==> src/rtl/sram_axil_pkg.sv <==
// Shared AXI-Lite definitions for the SRAM packet-generator register file.
// Response codes, register byte offsets and an address-map helper.
package sram_axil_pkg;

   localparam logic [1:0] AXI_RESP_OK     = 2'b00;
   localparam logic [1:0] AXI_RESP_SLVERR = 2'b10;

   localparam logic [7:0] REG_BASE_0       = 8'h00;
   localparam logic [7:0] REG_BASE_1       = 8'h01;
   localparam logic [7:0] REG_BASE_2       = 8'h02;
   localparam logic [7:0] REG_BASE_3       = 8'h03;
   localparam logic [7:0] REG_BOUND_0      = 8'h10;
   localparam logic [7:0] REG_BOUND_1      = 8'h11;
   localparam logic [7:0] REG_BOUND_2      = 8'h12;
   localparam logic [7:0] REG_BOUND_3      = 8'h13;
   localparam logic [7:0] REG_TAIL_0       = 8'h20;
   localparam logic [7:0] REG_TAIL_1       = 8'h21;
   localparam logic [7:0] REG_TAIL_2       = 8'h22;
   localparam logic [7:0] REG_TAIL_3       = 8'h23;
   localparam logic [7:0] REG_REPLAY_TIMES = 8'h30;
   localparam logic [7:0] REG_REPLAY_BEGIN = 8'h31;
   localparam logic [7:0] REG_HOST_RESET   = 8'h32;

   // True when the byte address hits one of the register slots above.
   function automatic logic reg_is_mapped(input logic [31:0] addr);
      logic hit;
      hit = 1'b0;
      if (addr[31:8] == 24'd0) begin
         hit = (addr[7:0] <= REG_BASE_3)
            || (addr[7:0] >= REG_BOUND_0 && addr[7:0] <= REG_BOUND_3)
            || (addr[7:0] >= REG_TAIL_0  && addr[7:0] <= REG_TAIL_3)
            || (addr[7:0] >= REG_REPLAY_TIMES
                && addr[7:0] <= REG_HOST_RESET);
      end
      return hit;
   endfunction

endpackage

==> src/rtl/sram_regs_master.sv <==
// AXI4-Lite single-outstanding master: cmd stream in, rsp stream out,
// per-transaction timeout, saturating count of stray B/R beats.
module sram_regs_master #(
   parameter int DATA_WIDTH = 32,
   parameter int ADDR_WIDTH = 32,
   parameter int TIMEOUT    = 1024
) (
   input  logic                    ACLK,
   input  logic                    ARESETN,
   input  logic                    cmd_valid,
   output logic                    cmd_ready,
   input  logic                    cmd_write,
   input  logic [ADDR_WIDTH-1:0]   cmd_addr,
   input  logic [DATA_WIDTH-1:0]   cmd_wdata,
   input  logic [DATA_WIDTH/8-1:0] cmd_wstrb,
   output logic                    rsp_valid,
   input  logic                    rsp_ready,
   output logic [DATA_WIDTH-1:0]   rsp_rdata,
   output logic [1:0]              rsp_resp,
   output logic                    rsp_timeout,
   output logic [7:0]              stray_cnt,
   output logic [ADDR_WIDTH-1:0]   AWADDR,
   output logic                    AWVALID,
   input  logic                    AWREADY,
   output logic [DATA_WIDTH-1:0]   WDATA,
   output logic [DATA_WIDTH/8-1:0] WSTRB,
   output logic                    WVALID,
   input  logic                    WREADY,
   input  logic [1:0]              BRESP,
   input  logic                    BVALID,
   output logic                    BREADY,
   output logic [ADDR_WIDTH-1:0]   ARADDR,
   output logic                    ARVALID,
   input  logic                    ARREADY,
   input  logic [DATA_WIDTH-1:0]   RDATA,
   input  logic [1:0]              RRESP,
   input  logic                    RVALID,
   output logic                    RREADY
);

   import sram_axil_pkg::*;

   localparam int TW = $clog2(TIMEOUT + 1);
   localparam logic [TW-1:0] T_LAST = TW'(TIMEOUT - 1);

   typedef enum logic [2:0] {
      S_IDLE,
      S_WR_REQ,
      S_WR_RESP,
      S_RD_REQ,
      S_RD_RESP,
      S_RSP
   } state_e;

   state_e                  state_q, state_d;
   logic [TW-1:0]           timer_q, timer_d;
   logic                    cmd_ready_q, cmd_ready_d;
   logic                    awvalid_q, awvalid_d;
   logic                    wvalid_q, wvalid_d;
   logic                    arvalid_q, arvalid_d;
   logic                    aw_done_q, aw_done_d;
   logic                    w_done_q, w_done_d;
   logic [ADDR_WIDTH-1:0]   awaddr_q, awaddr_d;
   logic [ADDR_WIDTH-1:0]   araddr_q, araddr_d;
   logic [DATA_WIDTH-1:0]   wdata_q, wdata_d;
   logic [DATA_WIDTH/8-1:0] wstrb_q, wstrb_d;
   logic [DATA_WIDTH-1:0]   rsp_rdata_q, rsp_rdata_d;
   logic [1:0]              rsp_resp_q, rsp_resp_d;
   logic                    rsp_timeout_q, rsp_timeout_d;
   logic [7:0]              stray_q, stray_d;

   logic                    active;
   logic                    expire;
   logic                    aw_hs;
   logic                    w_hs;
   logic                    b_stray;
   logic                    r_stray;
   logic [8:0]              stray_sum;

   always_comb begin
      state_d       = state_q;
      timer_d       = timer_q;
      awvalid_d     = awvalid_q;
      wvalid_d      = wvalid_q;
      arvalid_d     = arvalid_q;
      aw_done_d     = aw_done_q;
      w_done_d      = w_done_q;
      awaddr_d      = awaddr_q;
      araddr_d      = araddr_q;
      wdata_d       = wdata_q;
      wstrb_d       = wstrb_q;
      rsp_rdata_d   = rsp_rdata_q;
      rsp_resp_d    = rsp_resp_q;
      rsp_timeout_d = rsp_timeout_q;
      aw_hs         = awvalid_q & AWREADY;
      w_hs          = wvalid_q & WREADY;

      active = (state_q == S_WR_REQ) || (state_q == S_WR_RESP)
            || (state_q == S_RD_REQ) || (state_q == S_RD_RESP);
      // Expire on the TIMEOUT-th cycle spent waiting on the slave.
      expire = active && (timer_q == T_LAST);
      if (active) begin
         timer_d = timer_q + 1'b1;
      end

      unique case (state_q)
         S_IDLE: begin
            if (cmd_valid && cmd_ready_q) begin
               timer_d = '0;
               if (cmd_write) begin
                  state_d   = S_WR_REQ;
                  awvalid_d = 1'b1;
                  wvalid_d  = 1'b1;
                  aw_done_d = 1'b0;
                  w_done_d  = 1'b0;
                  awaddr_d  = cmd_addr;
                  wdata_d   = cmd_wdata;
                  wstrb_d   = cmd_wstrb;
               end else begin
                  state_d   = S_RD_REQ;
                  arvalid_d = 1'b1;
                  araddr_d  = cmd_addr;
               end
            end
         end
         S_WR_REQ: begin
            if (aw_hs) begin
               awvalid_d = 1'b0;
               aw_done_d = 1'b1;
            end
            if (w_hs) begin
               wvalid_d = 1'b0;
               w_done_d = 1'b1;
            end
            if ((aw_done_q | aw_hs) && (w_done_q | w_hs)) begin
               state_d = S_WR_RESP;
            end
         end
         S_WR_RESP: begin
            if (BVALID) begin
               rsp_rdata_d   = '0;
               rsp_resp_d    = BRESP;
               rsp_timeout_d = 1'b0;
               state_d       = S_RSP;
            end
         end
         S_RD_REQ: begin
            if (arvalid_q && ARREADY) begin
               arvalid_d = 1'b0;
               state_d   = S_RD_RESP;
            end
         end
         S_RD_RESP: begin
            if (RVALID) begin
               rsp_rdata_d   = RDATA;
               rsp_resp_d    = RRESP;
               rsp_timeout_d = 1'b0;
               state_d       = S_RSP;
            end
         end
         S_RSP: begin
            if (rsp_ready) begin
               state_d = S_IDLE;
            end
         end
         default: begin
            state_d = S_IDLE;
         end
      endcase

      // A handshake in the expiry cycle has already moved state_d on.
      if (expire && (state_d == state_q)) begin
         awvalid_d     = 1'b0;
         wvalid_d      = 1'b0;
         arvalid_d     = 1'b0;
         rsp_rdata_d   = '0;
         rsp_resp_d    = AXI_RESP_SLVERR;
         rsp_timeout_d = 1'b1;
         state_d       = S_RSP;
      end

      cmd_ready_d = (state_d == S_IDLE);

      b_stray   = BVALID && (state_q != S_WR_RESP);
      r_stray   = RVALID && (state_q != S_RD_RESP);
      stray_sum = {1'b0, stray_q} + {8'd0, b_stray} + {8'd0, r_stray};
      stray_d   = stray_sum[8] ? 8'hFF : stray_sum[7:0];
   end

   always_ff @(posedge ACLK) begin
      if (!ARESETN) begin
         state_q       <= S_IDLE;
         timer_q       <= '0;
         cmd_ready_q   <= 1'b0;
         awvalid_q     <= 1'b0;
         wvalid_q      <= 1'b0;
         arvalid_q     <= 1'b0;
         aw_done_q     <= 1'b0;
         w_done_q      <= 1'b0;
         awaddr_q      <= '0;
         araddr_q      <= '0;
         wdata_q       <= '0;
         wstrb_q       <= '0;
         rsp_rdata_q   <= '0;
         rsp_resp_q    <= AXI_RESP_OK;
         rsp_timeout_q <= 1'b0;
         stray_q       <= '0;
      end else begin
         state_q       <= state_d;
         timer_q       <= timer_d;
         cmd_ready_q   <= cmd_ready_d;
         awvalid_q     <= awvalid_d;
         wvalid_q      <= wvalid_d;
         arvalid_q     <= arvalid_d;
         aw_done_q     <= aw_done_d;
         w_done_q      <= w_done_d;
         awaddr_q      <= awaddr_d;
         araddr_q      <= araddr_d;
         wdata_q       <= wdata_d;
         wstrb_q       <= wstrb_d;
         rsp_rdata_q   <= rsp_rdata_d;
         rsp_resp_q    <= rsp_resp_d;
         rsp_timeout_q <= rsp_timeout_d;
         stray_q       <= stray_d;
      end
   end

   // Response channels always sink so late or stray beats never stall.
   assign BREADY      = 1'b1;
   assign RREADY      = 1'b1;
   assign cmd_ready   = cmd_ready_q;
   assign rsp_valid   = (state_q == S_RSP);
   assign rsp_rdata   = rsp_rdata_q;
   assign rsp_resp    = rsp_resp_q;
   assign rsp_timeout = rsp_timeout_q;
   assign stray_cnt   = stray_q;
   assign AWADDR      = awaddr_q;
   assign AWVALID     = awvalid_q;
   assign WDATA       = wdata_q;
   assign WSTRB       = wstrb_q;
   assign WVALID      = wvalid_q;
   assign ARADDR      = araddr_q;
   assign ARVALID     = arvalid_q;

endmodule

==> config.mk <==
export PLATFORM = sky130hd
export DESIGN_NAME = sram_regs_master
export DESIGN_NICKNAME = d
export VERILOG_FILES = /design/src/rtl/sram_axil_pkg.sv /design/src/rtl/sram_regs_master.sv
export SDC_FILE = /design/constraint.sdc
export NUM_CORES = 1
export LEC_CHECK = 0
export CAP_MARGIN = 20
export CORE_MARGIN = 4
export CORE_UTILIZATION = 44
export CTS_CLUSTER_SIZE = 24
export DETAILED_ROUTE_END_ITERATION = 8
export PLACE_DENSITY = 0.84
export SLEW_MARGIN = 20
export SYNTH_ARGS = -nofsm -noshare
export SYNTH_HDL_FRONTEND = slang
export SYNTH_SLANG_ARGS = --single-unit
==> constraint.sdc <==
create_clock -name ACLK -period 3.7 [get_ports ACLK]
set_input_delay 0.555 -clock ACLK [delete_from_list [all_inputs] [get_ports ACLK]]
set_output_delay 0.555 -clock ACLK [all_outputs]
set_load 0.03 [all_outputs]
==> impl_metrics.toml <==
[min_path]
hold_class = "register to register"
hp-start = "AWADDR[18]"

[cts]
hold_buffers = 0
htree_levels = 4
insertion_delay_ps = 420
cts_resized = 0
clockBufferDepth = 2
cts_setup_buffers = 0
cts_tree = "done"
cts_root_buf = "clkbuf_16"
path_clk_slew_ps = 60
numCtsBuffers = 17
cts.sinks = 163

[finish]
drive_gt1_frac = 0.0930
final_common_cell = "clkdlybuf4s50_1"
finalInstanceArea_mm2 = 0.00992
area_growth_pct = 50.0
final_nets = 1126
mostFrequentLayoutCells = "261 x clkdlybuf4s50_1, 216 x nand2_1, 163 x dfxtp_1"
final-instance-count-excl-fill = 1206
insertedDiodeCount = 0

[status]
run_status = "finished, final reports clean"

[routing]
vias = 6266
wl_um = 19500
vias_per_cell = 5.20
drc = 0
drtIter0Drc = 425
firstDrtPassIters = 5
post_drt_wl_per_cell_um = 16.2
antenna_left = 0

[critical_path]
path_buf_inv = 1
critPathArrivalTime_ps = 3160
max_stage_delay_ps = 840
critPathLaunch = "state_q[0]"
start_kind = "register"
required_ps = 3960
critical_path.top_delay_family = "simple AND/OR/NAND/NOR gates"
critPathSlowestCell = "dfxtp_1"
cp-end-kind = "register"
path_cells = "or3_1, nand4_1, nor4_1, and2_2, buf_4, a211oi_2"
rr_startpoint = "state_q[0]"
path_class = "register to register"
critPathMaxFanout = 41

[yosys]
synth_enable_flop_cells = 0
synthFlopType = "dfxtp_1"
avgSynthCellArea_um2 = 8.48
synth-seq-cells = 163
synth_cell_types = 50
syn_area_mm2 = 0.00661
async_flop_share = 0
synth_warnings = 0
ys_seq_area_frac = 0.493
syn_inst = 780

[grt]
antenna_found_initial = 0
grt_max_degree = 70
gr-usage-all-layers = 0.223
grt_pass1_vias = 6058
grt-ovfl-total = 0
grt_pass1_wl_um = 30300

[timing]
finalSetupViolations = 0
min_period_over_period = 0.784
rsz0062_at_grt = "false"
slew_headroom = 0.467
hold_viol_final = 0
tightest_slew_ps = 799
slew_violations = 0
clock.fmax_mhz = 345
setup_tns_ps = 0
period_needed_ps = 2900
timing.hold.ws_ps = 451
fin_worst_skew_ps = 7.93

[power]
ir_worst_vdd_mv = 0.295
p_per_area_mw_per_mm2 = 452
power.leakage_nw = 3.39

[placement]
finalWeightedCongestion = 0.818
dp_hpwl_um = 13600
dpl.cell_count = 1174
placed_area_mm2 = 0.00934
port-buffer-count = 261

[floorplanning]
die_h_um = 131
die_w_um = 131
rows = 44
die_area_mm2 = 0.0171
initial_utilization = 0.452
io_pins = 264
core_area_mm2 = 0.0146

[flow_run]
maxCapViolCount = 0
## power breakdown
part	switching (mW)	internal (mW)
sequential	0.0643	1.83
clock	0.691	0.978
combinational	0.540	0.377
total	1.29	3.19
## Yosys cell counts, drive strengths merged, types with 3 or more instances
master    n  area share
a21oi   120       0.091
o21ai     7      0.0053
xnor2     6      0.0079
buf      23       0.023
nand2   217        0.12
or3       5      0.0047
a31o      4      0.0053
inv       8      0.0045
nor2     19       0.011
nand4     5      0.0047
a31oi    33       0.031
and3      3      0.0028
mux2i     4      0.0061
dfxtp   163        0.49
clkbuf   42       0.024
nand3    11      0.0083
nor2b    35       0.033
nor3b     4      0.0053
nor3      4      0.0047
xor2      5      0.0066
a211oi   36       0.067
## registers in the layout, summed over array words and instances, names as in the netlist
register     flops
WVALID           1
cmd_ready        1
aw_done_q        1
AWADDR          32
rsp_resp         2
ARVALID          1
state_q          3
WDATA           32
AWVALID          1
rsp_rdata       32
w_done_q         1
timer_q         11
WSTRB            4
ARADDR          32
rsp_timeout      1
stray_cnt        8
## area by class of cell
class | count | area, um2
clock buffer | 20 | 467
clock inverter | 12 | 105
fill | 1186 | 4720
inverter | 8 | 32.5
multi-input combinational | 545 | 3060
sequential | 163 | 3260
tap | 184 | 230
timing repair buffer | 274 | 2760
## routing by layer
metal | up-vias | track usage | part of all wire
li1 | 3109 | - | -
met1 | 2900 | 0.254 | 0.38
met2 | 233 | 0.372 | 0.49
met3 | 24 | 0.106 | 0.12
met4 | 0 | 0.0714 | 0.016
met5 | - | 0 | 0
## kinds of logic (layout without fill, tap and decap cells)
group                    Yosys count  after routing  share of synthesized area
other                              1              2                   0.000567
XOR/XNOR                          11             11                     0.0146
multiplexers                       4              4                    0.00606
flip-flops                       163            163                      0.493
AO/OA/AOI/OAI                    210            210                      0.216
AND/OR/NAND/NOR                  315            315                      0.212
adder cells (fa/ha/maj)            3              3                    0.00681
buffers and inverters             73            314                     0.0511
## final timing paths
check	endpoint	slack [ps]	cells past startpoint
worst min-delay path	AWADDR[18]	450	2
worst max-delay path	rsp_rdata[19]	800	6
worst max register to register	rsp_rdata[19]	800	6
worst min register to register	AWADDR[18]	450	2
## metrics by stage
| stage | setup slack (ps) | util | total power, mW |
|---|---|---|---|
| final | 800 | 0.677 | 4.48 |
| after global routing | 560 | 0.677 | 4.68 |
| after CTS | 746 | 0.677 | 4.53 |
| after detailed placement | 620 | 0.638 | 2.85 |
| after global placement | 671 | 0.638 | 2.83 |
| after floorplan | 1020 | - | 2.45 |
## tightest hold or removal path: stages (launching register included)
cell	delay [ps]
dfxtp_1	310
nand2_1	50
a21oi_1	50
Power figures use the tool's default switching activity.
